File: src/rtl/fetch_unit.sv
// fetch_unit - instruction fetch stage for the 8-bit MIPS-style core.
//
// Owns the program counter. Issues word-addressed reads to an instruction SRAM
// whose read data comes back exactly one cycle after the request. Each returned
// word is buffered, together with its PC, in a DEPTH-entry prefetch FIFO. The
// FIFO head is offered to decode over a valid/ready handshake.
//
// Handshake (decode side): instr_valid/instr/instr_pc describe the FIFO head.
// A transfer happens on a rising edge where instr_valid && instr_ready. While
// instr_valid is high and instr_ready is low, instr and instr_pc hold stable.
// instr_valid never drops without a transfer, except on redirect or reset.
//
// Ports:
//   clk, reset            clock; synchronous active-high reset
//   imem_req, imem_addr   read strobe and word address to the instruction SRAM
//   imem_rdata            SRAM read data, valid one cycle after imem_req
//   redirect_valid/_addr  taken branch/jump; flushes the FIFO and any in-flight read
//   instr_valid/instr/instr_pc, instr_ready   decode-side handshake
//   perf_stall_cnt, perf_flush_cnt            only present with FETCH_PERF_EN
//
// Optional build macro FETCH_PERF_EN adds two saturating 16-bit counters:
//   perf_stall_cnt counts cycles where the head is valid but decode is not ready.
//   perf_flush_cnt counts redirect cycles.

module fetch_unit #(
  parameter int ADDR_W = 8,
  parameter int INSTR_W = 32,
  parameter int DEPTH = 4,
  parameter logic [ADDR_W-1:0] RESET_PC = '0
) (
  input  logic               clk,
  input  logic               reset,
  output logic               imem_req,
  output logic [ADDR_W-1:0]  imem_addr,
  input  logic [INSTR_W-1:0] imem_rdata,
  input  logic               redirect_valid,
  input  logic [ADDR_W-1:0]  redirect_addr,
  output logic               instr_valid,
  output logic [INSTR_W-1:0] instr,
  output logic [ADDR_W-1:0]  instr_pc,
  input  logic               instr_ready
`ifdef FETCH_PERF_EN
  ,
  output logic [15:0]        perf_stall_cnt,
  output logic [15:0]        perf_flush_cnt
`endif
);

  localparam int PTR_W = $clog2(DEPTH);
  localparam int CNT_W = PTR_W + 1;

  // FIFO storage is deliberately not reset; count_q alone says what is live.
  logic [INSTR_W-1:0] instr_mem_q [DEPTH];
  logic [ADDR_W-1:0]  pc_mem_q    [DEPTH];

  logic [PTR_W-1:0]  rd_ptr_q, rd_ptr_d;
  logic [PTR_W-1:0]  wr_ptr_q, wr_ptr_d;
  logic [CNT_W-1:0]  count_q, count_d;
  logic [ADDR_W-1:0] fetch_pc_q, fetch_pc_d;
  logic [ADDR_W-1:0] inflight_pc_q, inflight_pc_d;
  logic              inflight_q, inflight_d;

  logic              pop;
  logic              push;
  logic [CNT_W:0]    occupancy;

  assign instr_valid = (count_q != '0);
  assign pop         = instr_valid & instr_ready;
  // A response is dropped if a redirect arrives in the same cycle.
  assign push        = inflight_q & ~redirect_valid;

  // Credit check: entries that will remain after this cycle's pop, plus the
  // response still on its way back. Issuing only while this is below DEPTH
  // guarantees that every response finds a free slot.
  assign occupancy = {1'b0, count_q} - {{CNT_W{1'b0}}, pop} + {{CNT_W{1'b0}}, inflight_q};
  assign imem_req  = ~reset & ~redirect_valid & (occupancy < (CNT_W+1)'(DEPTH));
  assign imem_addr = fetch_pc_q;

  // Gate the head with instr_valid so the outputs read zero when the FIFO is
  // empty, even though the storage itself keeps stale contents.
  assign instr    = instr_valid ? instr_mem_q[rd_ptr_q] : '0;
  assign instr_pc = instr_valid ? pc_mem_q[rd_ptr_q]    : '0;

  always_comb begin
    rd_ptr_d      = rd_ptr_q;
    wr_ptr_d      = wr_ptr_q;
    count_d       = count_q;
    fetch_pc_d    = fetch_pc_q;
    inflight_d    = inflight_q;
    inflight_pc_d = inflight_pc_q;

    if (redirect_valid) begin
      // Flush everything buffered and in flight; fetch restarts at the target
      // next cycle.
      rd_ptr_d   = '0;
      wr_ptr_d   = '0;
      count_d    = '0;
      inflight_d = 1'b0;
      fetch_pc_d = redirect_addr;
    end else begin
      if (push) wr_ptr_d = wr_ptr_q + PTR_W'(1);
      if (pop)  rd_ptr_d = rd_ptr_q + PTR_W'(1);
      case ({push, pop})
        2'b10:   count_d = count_q + CNT_W'(1);
        2'b01:   count_d = count_q - CNT_W'(1);
        default: count_d = count_q;
      endcase
      inflight_d = imem_req;
      if (imem_req) begin
        fetch_pc_d    = fetch_pc_q + ADDR_W'(1);
        inflight_pc_d = fetch_pc_q;
      end
    end
  end

  always_ff @(posedge clk) begin
    if (reset) begin
      rd_ptr_q      <= '0;
      wr_ptr_q      <= '0;
      count_q       <= '0;
      fetch_pc_q    <= RESET_PC;
      inflight_q    <= 1'b0;
      inflight_pc_q <= '0;
    end else begin
      rd_ptr_q      <= rd_ptr_d;
      wr_ptr_q      <= wr_ptr_d;
      count_q       <= count_d;
      fetch_pc_q    <= fetch_pc_d;
      inflight_q    <= inflight_d;
      inflight_pc_q <= inflight_pc_d;
    end
  end

  always_ff @(posedge clk) begin
    if (!reset && push) begin
      instr_mem_q[wr_ptr_q] <= imem_rdata;
      pc_mem_q[wr_ptr_q]    <= inflight_pc_q;
    end
  end

`ifdef FETCH_PERF_EN
  always_ff @(posedge clk) begin
    if (reset) begin
      perf_stall_cnt <= '0;
      perf_flush_cnt <= '0;
    end else begin
      if (instr_valid && !instr_ready && perf_stall_cnt != 16'hFFFF)
        perf_stall_cnt <= perf_stall_cnt + 16'd1;
      if (redirect_valid && perf_flush_cnt != 16'hFFFF)
        perf_flush_cnt <= perf_flush_cnt + 16'd1;
    end
  end
`endif

endmodule

File: config.mk
export PLATFORM = sky130hd
export DESIGN_NAME = fetch_unit
export DESIGN_NICKNAME = d
export VERILOG_FILES = /design/src/rtl/fetch_unit.sv
export SDC_FILE = /design/constraint.sdc
export NUM_CORES = 1
export LEC_CHECK = 0
export ABC_CLOCK_PERIOD_IN_PS = 4500
export CELL_PAD_IN_SITES_DETAIL_PLACEMENT = 1
export CELL_PAD_IN_SITES_GLOBAL_PLACEMENT = 1
export CORE_MARGIN = 1.5
export CORE_UTILIZATION = 47
export CTS_BUF_LIST = sky130_fd_sc_hd__clkbuf_4
export CTS_CLUSTER_SIZE = 10
export DETAILED_ROUTE_END_ITERATION = 7
export GPL_TIMING_DRIVEN = 1
export PLACE_DENSITY_LB_ADDON = 0.3
export SLEW_MARGIN = 40
export SYNTH_ARGS = -nofsm -noshare
export SYNTH_HDL_FRONTEND = slang
export SYNTH_SLANG_ARGS = --single-unit
File: constraint.sdc
create_clock -name clk -period 4.5 [get_ports clk]
set_input_delay 0.9 -clock clk [delete_from_list [all_inputs] [get_ports clk]]
set_output_delay 0.9 -clock clk [all_outputs]
set_load 0.02 [all_outputs]
==> flow_summary.yaml, run 1 <==
clock_network:
  clock_latency_ns: 0.55
  clockRootBuffer: "clkbuf_4"
  cts_buffers: 17
  tritoncts: "yes"
  cts.hold.buffers_added: 0
  cts_resized: 1
  postCtsSetupRepairBufs: 0
  path_clk_slew_ns: 0.13
  htree_num_levels: 4
  clock_path_buffers: 2
  cts.sinks: 186
floorplan:
  ios: 94
  dieWidth_um: 127.8
  core_area_um2: 15200
  start_util_pct: 48.16
  rows: 45
  die_h_um: 127.8
  dieArea_um2: 16330
logic_synthesis:
  netlist_area_um2: 7321
  synth-edff-count: 160
  syn-instance-count: 397
  syn_avg_cell_area_um2: 18.44
  ys_seq_elements: 186
  synth.net_count: 451
  synth_cell_types: 34
  ys.flop_type: "edfxtp_1"
  yosys_warnings: 0
  async_flop_share_pct: 0
  ys_seq_area_share_pct: 72.74
detailed_routing:
  wl_um: 14170
  highest_layer: "met4"
  drc: 0
  wl_per_cell_um: 20.16
  via_count: 3855
  drt_iter0_markers: 216
  antenna_left: 0
  first_pass_iters: 5
  met1_length_um: 6129
  post_drt_via_cell_ratio: 5.484
  wl_met2_um: 7348
  dr_wl_met3_um: 482
global_route:
  grt_first_pass_wirelength_um: 22490
  grt_max_degree: 42
  grt-ovfl-total: 0
  grt_pass1_vias: 4182
  antenna_found_initial: 1
  grtUsageTotal_pct: 18.77
final_layout:
  nets: 555
  drive_gt1_share_pct: 17.70
  stdcell_count: 703
  final_cell_area_um2: 8802
  fillers: 1400
  syn2layout_area_growth_pct: 20.24
power_and_ir_drop:
  power.total_mw: 2.974
  ir_drop_uv: 130.7
  p_leak_nw: 2.824
  power_density_nw_per_um2: 337.9
critical_path:
  worstSetupEndpointType: "output port"
  arrival_ns: 3.39
  start_kind: "flip-flop"
  worstPathMaxFanout: 5
  rr_worst_depth: 11
  required_ns: 3.60
  critical_path_class: "flip-flop to output port"
sta:
  slew_violations: 0
  setup_viol: 0
  rsz0062_at_grt: "no"
  fin_crit_sh_pct: 95.32
  fin_skew_ns: 0.01300
  maxSlewHeadroom_pct: 59.32
  hold_violations: 0
  fin_hold_ws_ns: 0.5325
  max_freq_mhz: 233.1
  setup_slack_ns: 0.2104
  period_minus_slack_ns: 4.290
  tightest_slew_ns: 0.6102
placement:
  dp_hpwl_um: 9076
  dpl_worst_slack_ns: -0.03322
  post-place-cells: 670
  placed_cell_area_um2: 8511
  globalplace.congestion: 0.7789
  io_buffer_count: 93
min_path:
  holdPathStages: 0
  hold_path.class: "flip-flop to flip-flop"
job:
  maxCapViolations: 0
status:
  status: "finished clean"
-- per-layer routing --
metal,track usage (%),vias up
li1,-,1748
met1,23.51,2000
met2,32.16,89
met3,4.090,18
met4,7.204,0
met5,0,-
-- through the flow --
step | TNS (ns) | util [%]
floorplan | 0 | -
global placement | 0 | 55.85
detailed placement | -0.03322 | 55.98
CTS | 0 | 57.88
global route | 0 | 57.90
finish | 0 | 57.90
-- state kept, by name (all words and copies together) (netlist names), named ones only --
name	count
count_q	3
imem_addr	8
pc_mem_q	32
rd_ptr_q	2
instr_mem_q	128
inflight_q	1
inflight_pc_q	8
wr_ptr_q	2
-- cell usage in the layout (no fill, tap or decap), types with 2 or more instances in the layout --
| cell type | instances |
|---|---|
| xnor2_1 | 9 |
| a211oi_1 | 6 |
| nor2_1 | 24 |
| nand3_1 | 4 |
| mux4_2 | 40 |
| clkinvlp_4 | 4 |
| clkbuf_4 | 18 |
| a21oi_1 | 3 |
| a31oi_1 | 8 |
| clkinv_1 | 3 |
| edfxtp_1 | 160 |
| ha_1 | 9 |
| clkinv_2 | 3 |
| bufinv_16 | 3 |
| or3_1 | 2 |
| buf_4 | 12 |
| xor2_1 | 3 |
| inv_1 | 10 |
| clkdlybuf4s50_1 | 92 |
| and3_2 | 4 |
| nand2_1 | 4 |
| mux2i_1 | 10 |
| dfxtp_1 | 24 |
| and2_1 | 41 |
-- power breakdown --
part | internal [mW] | switching, mW
Combinational | 0.0870 | 0.0762
Sequential | 1.88 | 0.0183
Clock | 0.383 | 0.526
Total | 2.35 | 0.620
-- cell families (layout without fill, tap and decap cells) --
group | after synthesis | after routing | share of synthesized area (%)
compound gates | 21 | 21 | 1.863
xor+xnor | 12 | 12 | 1.436
fa+ha+maj | 10 | 10 | 1.812
buf+inv | 31 | 148 | 1.829
flops | 186 | 186 | 72.74
mux | 50 | 50 | 13.67
other cells | 0 | 1 | 0
simple gates | 87 | 87 | 6.649
-- cell usage after synthesis, types with 6 or more instances --
library cell    n  area [um^2]
and2_1         41        256.5
a31oi_1         8        50.05
mux2i_1        10        100.1
mux4_2         40        900.9
dfxtp_1        26        520.5
xnor2_1         9        78.83
ha_1            9        112.6
clkbuf_1       12        45.04
a211oi_1        6        45.04
inv_1          10        37.54
nor2_1         24        90.09
edfxtp_1      160         4805
-- worst max-delay path, stage by stage (launching register included) --
cell and delay (ns):
dfxtp_1 0.37, or3_1 0.40, and2_1 0.19, ha_1 0.18
inv_1 0.06, ha_1 0.22, and3b_4 0.18, or4b_1 0.50
a31oi_1 0.33, dlygate4sd2_1 0.39
-- path summary, 6_finish.rpt --
kind,startpoint,slack [ns],endpoint
min,inflight_pc_q[3],0.53,pc_mem_q[3][3]
max,count_q[2],0.21,imem_req
max reg2reg,count_q[2],1.42,inflight_pc_q[0]
min reg2reg,inflight_pc_q[3],0.53,pc_mem_q[3][3]
-- layout make-up --
class	count	area, um^2	area share [%]
flip-flops and latches	186	5330	60.55
well taps	188	235.2	2.672
multi-input cells	180	1867	21.21
inverters	10	37.54	0.4264
clock inverters	14	155.1	1.763
repair buffers	106	1040	11.81
diodes	1	2.502	0.02843
clock buffers	18	135.1	1.535
(Power assumes the default switching activity.)
==> run 2, diff against run 1 <==
--- a/config.mk
+++ b/config.mk
@@ -13,8 +13,8 @@
 export CTS_BUF_LIST = sky130_fd_sc_hd__clkbuf_4
 export CTS_CLUSTER_SIZE = 10
 export DETAILED_ROUTE_END_ITERATION = 7
-export GPL_TIMING_DRIVEN = 1
-export PLACE_DENSITY_LB_ADDON = 0.3
+export GPL_TIMING_DRIVEN = 0
+export PLACE_DENSITY = 0.76
 export SLEW_MARGIN = 40
 export SYNTH_ARGS = -nofsm -noshare
 export SYNTH_HDL_FRONTEND = slang
==> run 2 against run 1 <==
Against the previous run: first-iteration DRC count fell by 13%; final cell count is 2.0% higher; register-to-register slack worse by 0.06 ns; die area stayed put; fmax decreased by 0.76%; clock skew increased by 0.0055 ns; global-route usage increased by 1.4 points; critical endpoint unchanged.
==> flow_summary.yaml, run 2 (synthesis gave the netlist of run 1 again) <==
status:
  status: "finished clean"
clock_network:
  clockRootBuffer: "clkbuf_4"
  path_clk_slew_ns: 0.14
  tritoncts: "yes"
  htree_num_levels: 4
  clock_path_buffers: 2
  cts_buffers: 17
  clock_latency_ns: 0.58
  cts.sinks: 186
critical_path:
  required_ns: 3.60
  r2r_start: "count_q[1]"
  arrival_ns: 3.42
  reg2reg_slack_ns: 1.36
  start_kind: "primary input"
  critical_path_class: "primary input to output port"
  r2r-end: "inflight_pc_q[5]"
  worstPathMaxFanout: 9
  rr_worst_depth: 13
  worstSetupEndpointType: "output port"
power_and_ir_drop:
  p_int_mw: 2.489
  sw_frac_of_total_pct: 21.02
  clock_power_share_pct: 34.2
  power_density_nw_per_um2: 351.2
  ir_drop_uv: 154.9
  p_leak_nw: 2.879
  seqPwrFrac_pct: 60.4
  p_sw_mw: 0.6625
  combPwrFrac_pct: 5.4
final_layout:
  multiInputGateArea_um2: 1888
  stdcell_count: 717
  most-common-layout-cells: "edfxtp_1 (160), clkdlybuf4s50_1 (91), mux4_2 (40), and2_1 (40), dfxtp_1 (26)"
  nets: 570
  layout_commonest_cell: "edfxtp_1"
  regArea_um2: 5325
  drive_gt1_share_pct: 18.34
  largest_register_ffs: 128
  reg.largest.list: "instr_mem_q: 128 flops, pc_mem_q: 32 flops"
  antenna_cells: 0
  fillers: 1399
  top_register: "instr_mem_q"
  syn2layout_area_growth_pct: 22.58
sta:
  period_minus_slack_ns: 4.322
  fin_crit_sh_pct: 96.05
  max_freq_mhz: 231.4
  rsz0062_at_grt: "no"
  tns_ns: 0
  fin_hold_ws_ns: 0.5333
  slew_violations: 0
  maxSlewHeadroom_pct: 54.67
  tightest_slew_ns: 0.6799
  fin_skew_ns: 0.01847
  hold_violations: 0
  setup_viol: 0
floorplan:
  ios: 94
  rows: 45
  start_util_pct: 48.16
  dieWidth_um: 127.8
  dieArea_um2: 16330
  core_area_um2: 15200
  die_h_um: 127.8
detailed_routing:
  antenna_left: 0
  post_drt_via_cell_ratio: 5.453
  wl_um: 15360
  drc: 0
  via_count: 3910
  first_pass_iters: 4
  drt_iter0_markers: 188
  wl_per_cell_um: 21.42
global_route:
  antenna_found_initial: 0
  grt_max_degree: 24
  grt-ovfl-total: 0
  grt_first_pass_wirelength_um: 24210
  grtUsageTotal_pct: 20.20
  grt_pass1_vias: 4395
min_path:
  hold-path-endpoint: "pc_mem_q[3][2]"
  holdPathStages: 0
  min-delay-start: "inflight_pc_q[2]"
  hold_path.class: "flip-flop to flip-flop"
placement:
  post-place-cells: 681
  dp_hpwl_um: 10310
  globalplace.congestion: 0.7660
  io_buffer_count: 92
job:
  maxCapViolations: 0
==> run 2: worst max-delay path, cell delays in order <==
cell,delay (ns)
clkdlybuf4s50_1,0.47
and2_2,0.21
ha_1,0.16
inv_1,0.04
ha_1,0.26
and3b_4,0.18
or4_4,0.48
buf_6,0.15
a31oi_1,0.15
buf_4,0.14
clkdlybuf4s15_2,0.26
==> run 2: layout make-up <==
type,count,area share [%]
tap,188,2.621
clock inverter,13,2.412
multi-input combinational,180,21.04
inverter,10,0.4183
timing repair buffer,100,11.50
sequential,186,59.34
clock buffer,19,1.590
buffer,21,1.074
==> run 2: through the flow <==
stage	cell area, um^2	utilization, %	setup slack (ns)	total power [mW]
after CTS	8950	58.87	0.02738	3.181
after global routing	8974	59.03	0.01101	3.262
after global placement	8477	55.76	-0.3192	2.099
after floorplan	7321	-	0.9218	2.009
final	8974	59.03	0.1776	3.151
after detailed placement	8577	56.42	-0.3634	2.111
==> run 2: power groups by stage <==
stage | Sequential (mW) | Combinational (mW) | Clock (mW)
after floorplan | 1.94 | 0.0667 | 0
after global placement | 1.94 | 0.160 | 0
after detailed placement | 1.94 | 0.171 | 0
after CTS | 1.90 | 0.173 | 1.11
after global routing | 1.90 | 0.185 | 1.17
final | 1.90 | 0.171 | 1.08
==> run 2: how the worst max path moves through the flow <==
| stage | slack (ns) | to | startpoint |
|---|---|---|---|
| floorplan | 0.92 | imem_req | instr_ready |
| global placement | -0.32 | imem_req | instr_ready |
| detailed placement | -0.36 | imem_req | instr_ready |
| CTS | 0.03 | imem_req | count_q[2] |
| global route | 0.01 | imem_req | count_q[1] |
| finish | 0.18 | imem_req | instr_ready |
==> run 2: repair_timing <==
item,in CTS,in global routing
pin swaps,0,2
resized for setup,4,1
hold buffers,0,0
setup buffers,1,3
setup endpoints to repair,1,1
==> run 2: per-layer routing <==
metal | global-route usage, % | vias up | wire length (um) | part of all wire (%)
li1 | - | 1783 | - | -
met1 | 25.26 | 2001 | 6570 | 43
met2 | 34.47 | 103 | 7841 | 51
met3 | 5.217 | 23 | 666 | 4.3
met4 | 6.874 | 0 | 282 | 1.8
met5 | 0 | - | 0 | 0
